$ cat src/rtl/irrig_scheduler.sv
// irrig_scheduler: tank-sharing irrigation FSM with round-robin zones, fertilizer dosing and line flush.
module irrig_scheduler #(
  parameter int IRRIG_TICKS = 8,
  parameter int DOSE_TICKS  = 2,
  parameter int CLEAN_TICKS = 4
) (
  input  logic       clock,
  input  logic       reset,
  input  logic       tick,
  input  logic       req_asp,
  input  logic       req_got,
  input  logic       adb,
  input  logic [2:0] nivel,
  output logic       VE,
  output logic       grant_asp,
  output logic       grant_got,
  output logic       dose,
  output logic       limpeza,
  output logic       slot_done,
  output logic [2:0] state
);
  typedef enum logic [2:0] {IDLE = 3'b000, FILL = 3'b001, ASP = 3'b010, GOT = 3'b011, CLEAN = 3'b100} state_t;
  localparam logic [7:0] IRRIG_T = 8'(IRRIG_TICKS);
  localparam logic [7:0] DOSE_T  = 8'(DOSE_TICKS);
  localparam logic [7:0] CLEAN_T = 8'(CLEAN_TICKS);
  state_t     state_q, state_d;
  logic [7:0] timer_q, timer_d, timer_inc;
  logic       dosed_q, dosed_d, last_q, last_d, done_q, done_d;
  logic       empty, full, own;
  always_ff @(posedge clock) begin
    if (!reset) begin
      state_q <= IDLE;
      timer_q <= '0;
      dosed_q <= 1'b0;
      last_q  <= 1'b1;
      done_q  <= 1'b0;
    end else begin
      state_q <= state_d;
      timer_q <= timer_d;
      dosed_q <= dosed_d;
      last_q  <= last_d;
      done_q  <= done_d;
    end
  end
  // Non-thermometer level codes are treated as an empty tank.
  assign empty     = !(nivel == 3'b001 || nivel == 3'b011 || nivel == 3'b111);
  assign full      = nivel == 3'b111;
  assign own       = state_q == ASP ? req_asp : req_got;
  assign timer_inc = timer_q == 8'hff ? timer_q : timer_q + 8'd1;
  always_comb begin
    state_d = state_q;
    timer_d = timer_q;
    dosed_d = dosed_q;
    last_d  = last_q;
    done_d  = 1'b0;
    case (state_q)
      IDLE: begin
        if (empty) state_d = FILL;
        else if (req_asp && (!req_got || last_q)) begin
          state_d = ASP;
          timer_d = '0;
          dosed_d = adb;
          last_d  = 1'b0;
        end else if (req_got) begin
          state_d = GOT;
          timer_d = '0;
          dosed_d = 1'b0;
          last_d  = 1'b1;
        end
      end
      FILL: begin
        if (full) begin
          state_d = dosed_q ? CLEAN : IDLE;
          timer_d = '0;
        end
      end
      ASP, GOT: begin
        if (empty) state_d = FILL;
        else if (!own) begin
          state_d = dosed_q ? CLEAN : IDLE;
          timer_d = '0;
        end else if (tick) begin
          timer_d = timer_inc;
          if (timer_inc == IRRIG_T) begin
            state_d = dosed_q ? CLEAN : IDLE;
            timer_d = '0;
            done_d  = 1'b1;
          end
        end
      end
      CLEAN: begin
        if (tick) begin
          timer_d = timer_inc;
          if (timer_inc == CLEAN_T) begin
            state_d = IDLE;
            timer_d = '0;
            dosed_d = 1'b0;
          end
        end
      end
      default: state_d = IDLE;
    endcase
  end
  always_comb begin
    VE        = state_q == FILL;
    grant_asp = state_q == ASP;
    grant_got = state_q == GOT;
    limpeza   = state_q == CLEAN;
    dose      = state_q == ASP && dosed_q && timer_q < DOSE_T;
    slot_done = done_q;
    state     = state_q;
  end
endmodule

$ cat config.mk
export PLATFORM = sky130hd
export DESIGN_NAME = irrig_scheduler
export DESIGN_NICKNAME = d
export VERILOG_FILES = /design/src/rtl/irrig_scheduler.sv
export SDC_FILE = /design/constraint.sdc
export NUM_CORES = 1
export LEC_CHECK = 0
export ABC_AREA = 1
export CAP_MARGIN = 40
export CORE_AREA = 2 2 43 60
export DETAILED_ROUTE_END_ITERATION = 10
export DIE_AREA = 0 0 45 62
export GPL_TIMING_DRIVEN = 0
export PLACE_DENSITY = 0.74
export SLEW_MARGIN = 5
export SYNTH_ARGS = -nofsm -noshare
export SYNTH_HDL_FRONTEND = slang
export SYNTH_SLANG_ARGS = --single-unit
$ cat constraint.sdc
create_clock -name clock -period 1.9 [get_ports clock]
set_clock_uncertainty 0.15 [all_clocks]
set_input_delay 0.38 -clock clock [delete_from_list [all_inputs] [get_ports clock]]
set_output_delay 0.38 -clock clock [all_outputs]
set_load 0.005 [all_outputs]
# After elaboration in Yosys (flattened, before gate mapping)
# Cells that the tools add are included.
# classes
n_lt_le_gt_ge	1
addsub	1
n_eq_ne	20
reduce_logical	17
muxes	34
# ops
op	n
$mux 8	11
$mux 3	11
$pmux 8 s4	1
$ne 4x4->1 const B	3
$pmux 3 s4	1
$reduce_and 5->1	2
$eq 3x2->1 const B	3
$mux 1	9
$add 8x1->8 const B	1
$eq 8x3->1 const B	1
$eq 8x4->1 const B	1
$eq 8x8->1 const B	1
$lt 8x2->1 const B	1
$reduce_and 7->1	1
$eq 3x1->1 const B	2
$eq 3x3->1 const B	2
$ne 2x2->1 const B	3
$ne 3x3->1 const B	2
$reduce_and 6->1	1
$ne 2x1->1 const B	2
$reduce_bool 2->1	2
$reduce_bool 4->1	1
$logic_and 1x1->1	3
$logic_not 3->1	1
other kinds (5)	7
# word_totals
input_bits	9
ff_bits	14
output_inout_bits	9

# Logic depth before layout (Yosys ltp)
# logic_depth
depth_word	8
depth_mapped	14
mapped_depth_nobuf	14

# Least setup slack after synthesis
# OpenSTA, ideal clock, no wires.
# synth_timing
kind	reg2reg
from	register timer_q[1]
to	register state_q[1], in the netlist state[1]
path_stages_with_launch	13
t_arrival_ns	1.495
path_buffers	0
setup_slack_ns	0.142
period_less_slack_ns	1.758
path_cell_list	dfxtp_1 ha_1 nand2_2 nor2_4 nand3_1 nand2_1 nand2_1 nor2_1 nand2_1 nand2_2 nand3_4 nor2_1 nor2_1
# synth_via
elab_chain_len	5
# synth_lines
element	line_no	rtl
start, declared	27	logic [7:0] timer_q, timer_d, timer_inc;
start signal, assigned	39	timer_q <= timer_d;
$add 8x1->8 / $eq 8x8->1 (equally long branches)	49	assign timer_inc = timer_q == 8'hff ? timer_q : timer_q + 8'd1;
$mux 8 *	49	
$eq 8x4->1 / $eq 8x3->1 (equally long branches)	84, 94	
$ne 4x4->1 (no line) / $ne 2x1->1 (equally long branches)	n/a	
$reduce_and 6->1 (no line) *	n/a	
end signal, assigned	38	state_q <= state_d;
end, declared	26	state_t state_q, state_d;
# Every way passes the cells marked *; elsewhere a longest branch is shown, timed or not.
# A chain may end at the register's enable or synchronous reset.

# Worst setup path after layout
# layout_timing
from	register timer_q[1]
to	register state_q[2], in the netlist state[2]
# The elaborated chain is that of the path after synthesis.

==> impl_metrics.py <==
metrics = {
    "clock_network": {
        "cts_tree": "yes",
        "root_buffer": "clkbuf_4",
        "clk_latency_ns": 0.30,
        "clockBufferDepth": 2,
        "h-tree-depth": 1,
        "clock-sinks": 14,
        "clk_pin_slew_ns": 0.10,
        "cts_buffers": 3,
        "postCtsHoldBufs": 0,
    },
    "synthesis": {
        "synth_nets": 194,
        "synth-edff-count": 0,
        "synth_warnings": 0,
        "ys_seq_area_frac": 0.2483,
        "synth.distinct_cells": 26,
        "netlist_instances": 184,
        "synth-seq-cells": 14,
        "avgSynthCellArea_sq_um": 6.134,
        "async_flop_share": 0,
        "synth_ff_type": "dfxtp_1",
        "syn_area_sq_um": 1129,
    },
    "critical_path": {
        "path_common_cell": "nand2_2",
        "crit-reg2reg-launch": "timer_q[1]$_SDFFE_PN0P_",
        "cp_num_buf_inv": 0,
        "end_kind": "register",
        "cp_slowest_stage_delay_ns": 0.39,
        "worstPathRequired_ns": 1.99,
        "path_cells": "ha_4 > nand2_4 > nor2_4 > nand2_4 > nand2_2 > nand2_1 > nor2_1 > nand2_2 > nand2_4 > nand3_4 > nand2_2 > nand2_2 > nor2_2",
        "path_class": "register to register",
        "cp-start-kind": "register",
        "critPathMaxFanout": 8,
        "cp.arrival_ns": 2.00,
        "critical-path-top-delay-family": "simple AND/OR/NAND/NOR gates",
        "cp-startpoint": "timer_q[1]$_SDFFE_PN0P_",
        "slowest_stage": "dfxtp_4",
    },
    "worst_hold_path": {
        "hold_start": "req_asp",
        "hold_class": "primary input to register",
    },
    "detailed_routing": {
        "postRouteAntennaNets": 0,
        "drc": 0,
        "drt-total-wl_mm": 3.467,
        "routedWlPerCell_um": 14.21,
        "via_per_inst": 5.697,
        "dr.pass1.iters": 4,
        "via_count": 1390,
        "drt_iter0_markers": 47,
    },
    "sta": {
        "finalCritPeriodShare": 1.006,
        "setup_tns_ns": -0.01217,
        "setup_ws_ns": -0.01217,
        "rsz0062_at_grt": "yes",
        "fin_crit_ns": 1.912,
        "worst_pin_slew_ns": 0.3703,
        "max_slew_margin": 0.7529,
        "hold_viol": 0,
        "finalSetupViolCount": 1,
        "slew_violations": 0,
        "max_freq_mhz": 523.0,
    },
    "final_layout": {
        "fin_area_sq_um": 1684,
        "seqCellArea_sq_um": 301.5,
        "antennaDiodeCount": 0,
        "syn_to_final_growth_pct": 49.22,
        "final_util": 0.7284,
        "fillCellCount": 185,
        "final_nets": 232,
        "final_layout_size_suffix_gt1_frac": 0.4027,
        "multi_input_area_sq_um": 925.9,
    },
    "grt": {
        "antenna_found_initial": 0,
        "grt_first_pass_wirelength_mm": 4.988,
        "grt_usage": 0.2442,
        "overflow": 0,
        "first_global_vias": 1150,
        "grt_start_max_net_pins": 9,
    },
    "power": {
        "leakagePower_nw": 0.7663,
        "combPwrFrac": 0.660,
        "peakVddDrop_mv": 0.8736,
        "clockPowerShare": 0.118,
        "swShare": 0.4719,
        "switchingPower_mw": 0.9300,
        "internal_power_mw": 1.041,
        "power_frac_seq": 0.222,
        "p_per_area_nw_per_um2": 1170,
    },
    "place": {
        "place.port_buffers": 17,
        "globalplace.congestion": 0.8600,
        "place_area_sq_um": 1328,
        "hpwl_mm": 2.324,
    },
    "run_status": {
        "violations": "setup timing",
        "status": "finished, violations left",
    },
    "floorplan": {
        "io_pins": 18,
        "die_w_um": 45,
        "rows": 21,
        "fp.dieH_um": 62,
        "dieArea_sq_um": 2790,
        "coreArea_sq_um": 2312,
        "initial_core_util": 0.4881,
    },
    "run": {
        "maxCapViolCount": 0,
    },
}
registers in the layout, summed over array words and instances (netlist names):
| name | cells |
|---|---|
| dosed_q | 1 |
| slot_done | 1 |
| state | 3 |
| last_q | 1 |
| timer_q | 8 |
power groups by stage:
stage	clock network [mW]	logic, mW	registers [mW]
final	0.233	1.30	0.438
after global routing	0.249	1.40	0.448
after CTS	0.230	1.14	0.430
after detailed placement	0	0.953	0.416
after global placement	0	0.935	0.415
after floorplan	0	0.668	0.404
final timing paths:
path | to | slack, ns | depth (start not counted)
setup / recovery | state[2]$_SDFFE_PN0P_ | -0.01 | 13
hold / removal | last_q$_SDFFE_PN1P_ | 0.26 | 4
setup reg to reg | state[2]$_SDFFE_PN0P_ | -0.01 | 13
hold reg to reg | last_q$_SDFFE_PN1P_ | 0.33 | 2
stage by stage:
step / setup slack, ns / power (mW) / std cells / hold WS [ns]
2_1_floorplan: 0.1422 / 1.072 / 184 / 0.2784
3_3_place_gp: -0.3625 / 1.350 / 224 / 0.2940
3_5_place_dp: -0.4171 / 1.369 / 224 / 0.3045
4_1_cts: -0.07036 / 1.802 / 237 / 0.3273
5_1_grt: -0.1392 / 2.093 / 244 / 0.2898
6_report: -0.01217 / 1.971 / 244 / 0.2619
logic make-up (layout without fill, tap and decap cells):
family / Yosys count / after routing / share of synthesized area
flops: 14 / 14 / 0.2483
simple gates: 123 / 123 / 0.5244
compound gates: 21 / 21 / 0.1286
buf+inv: 24 / 61 / 0.07982
fa+ha+maj: 1 / 1 / 0.01108
xor+xnor: 1 / 1 / 0.007762
synth_stat cells (2+ instances only):
| library cell | count | area, sq um |
|---|---|---|
| nand3_1 | 17 | 85.08 |
| a21oi_1 | 12 | 60.06 |
| nand4_1 | 4 | 25.02 |
| nand2_1 | 62 | 232.7 |
| nor2_2 | 8 | 50.05 |
| nand3_4 | 2 | 35.03 |
| inv_2 | 4 | 15.01 |
| inv_1 | 20 | 75.07 |
| nand2_4 | 2 | 22.52 |
| nor2_1 | 20 | 75.07 |
| nand2_2 | 3 | 18.77 |
| o21ai_0 | 3 | 15.01 |
| dfxtp_1 | 14 | 280.3 |
worst min-delay path: cells and delay by family:
family | cells | cell delay [ns]
and+or+nand+nor | 3 | 0.16
buffers and inverters | 1 | 0.12
cell type report:
cell class                 instances  area share
clock buffer                       4     0.02155
timing repair buffer              33      0.1731
sequential                        14      0.1790
tap                               23     0.01709
multi-input combinational        146      0.5498
inverter                          24     0.05944
per-layer routing:
layer,wire [um],up-vias,GRT usage
met5,0,-,0
met4,166,0,0.09244
met3,164,22,0.03179
met2,1934,59,0.4776
met1,1201,643,0.2574
li1,-,666,-
cell usage in the layout (no fill, tap or decap), types with 3 or more instances in the layout:
cell type | synthesis | routed
inv_2 | 4 | 4
clkdlybuf4s50_1 | 0 | 9
inv_1 | 20 | 16
nand2_2 | 3 | 16
buf_4 | 0 | 15
nand2_1 | 62 | 46
inv_4 | 0 | 4
nor2_2 | 8 | 9
o21ai_0 | 3 | 3
nor2_4 | 1 | 5
nand3_1 | 17 | 12
dfxtp_1 | 14 | 7
a21oi_1 | 12 | 9
dfxtp_4 | 0 | 5
dlygate4sd2_1 | 0 | 4
dlymetal6s2s_1 | 0 | 3
clkbuf_4 | 0 | 3
nand3_2 | 1 | 6
a21oi_2 | 0 | 3
nand4_1 | 4 | 4
nor2_1 | 20 | 15
nand2_4 | 2 | 5
what timing repair did:
action | CTS | global route
setup buffers | 9 | 7
gates resized for setup | 35 | 39
endpoints found under the hold margin | 0 | 0
pin swaps | 10 | 20
endpoints found under the setup margin | 17 | 13
Note: power is estimated with default switching activity, not from simulation.
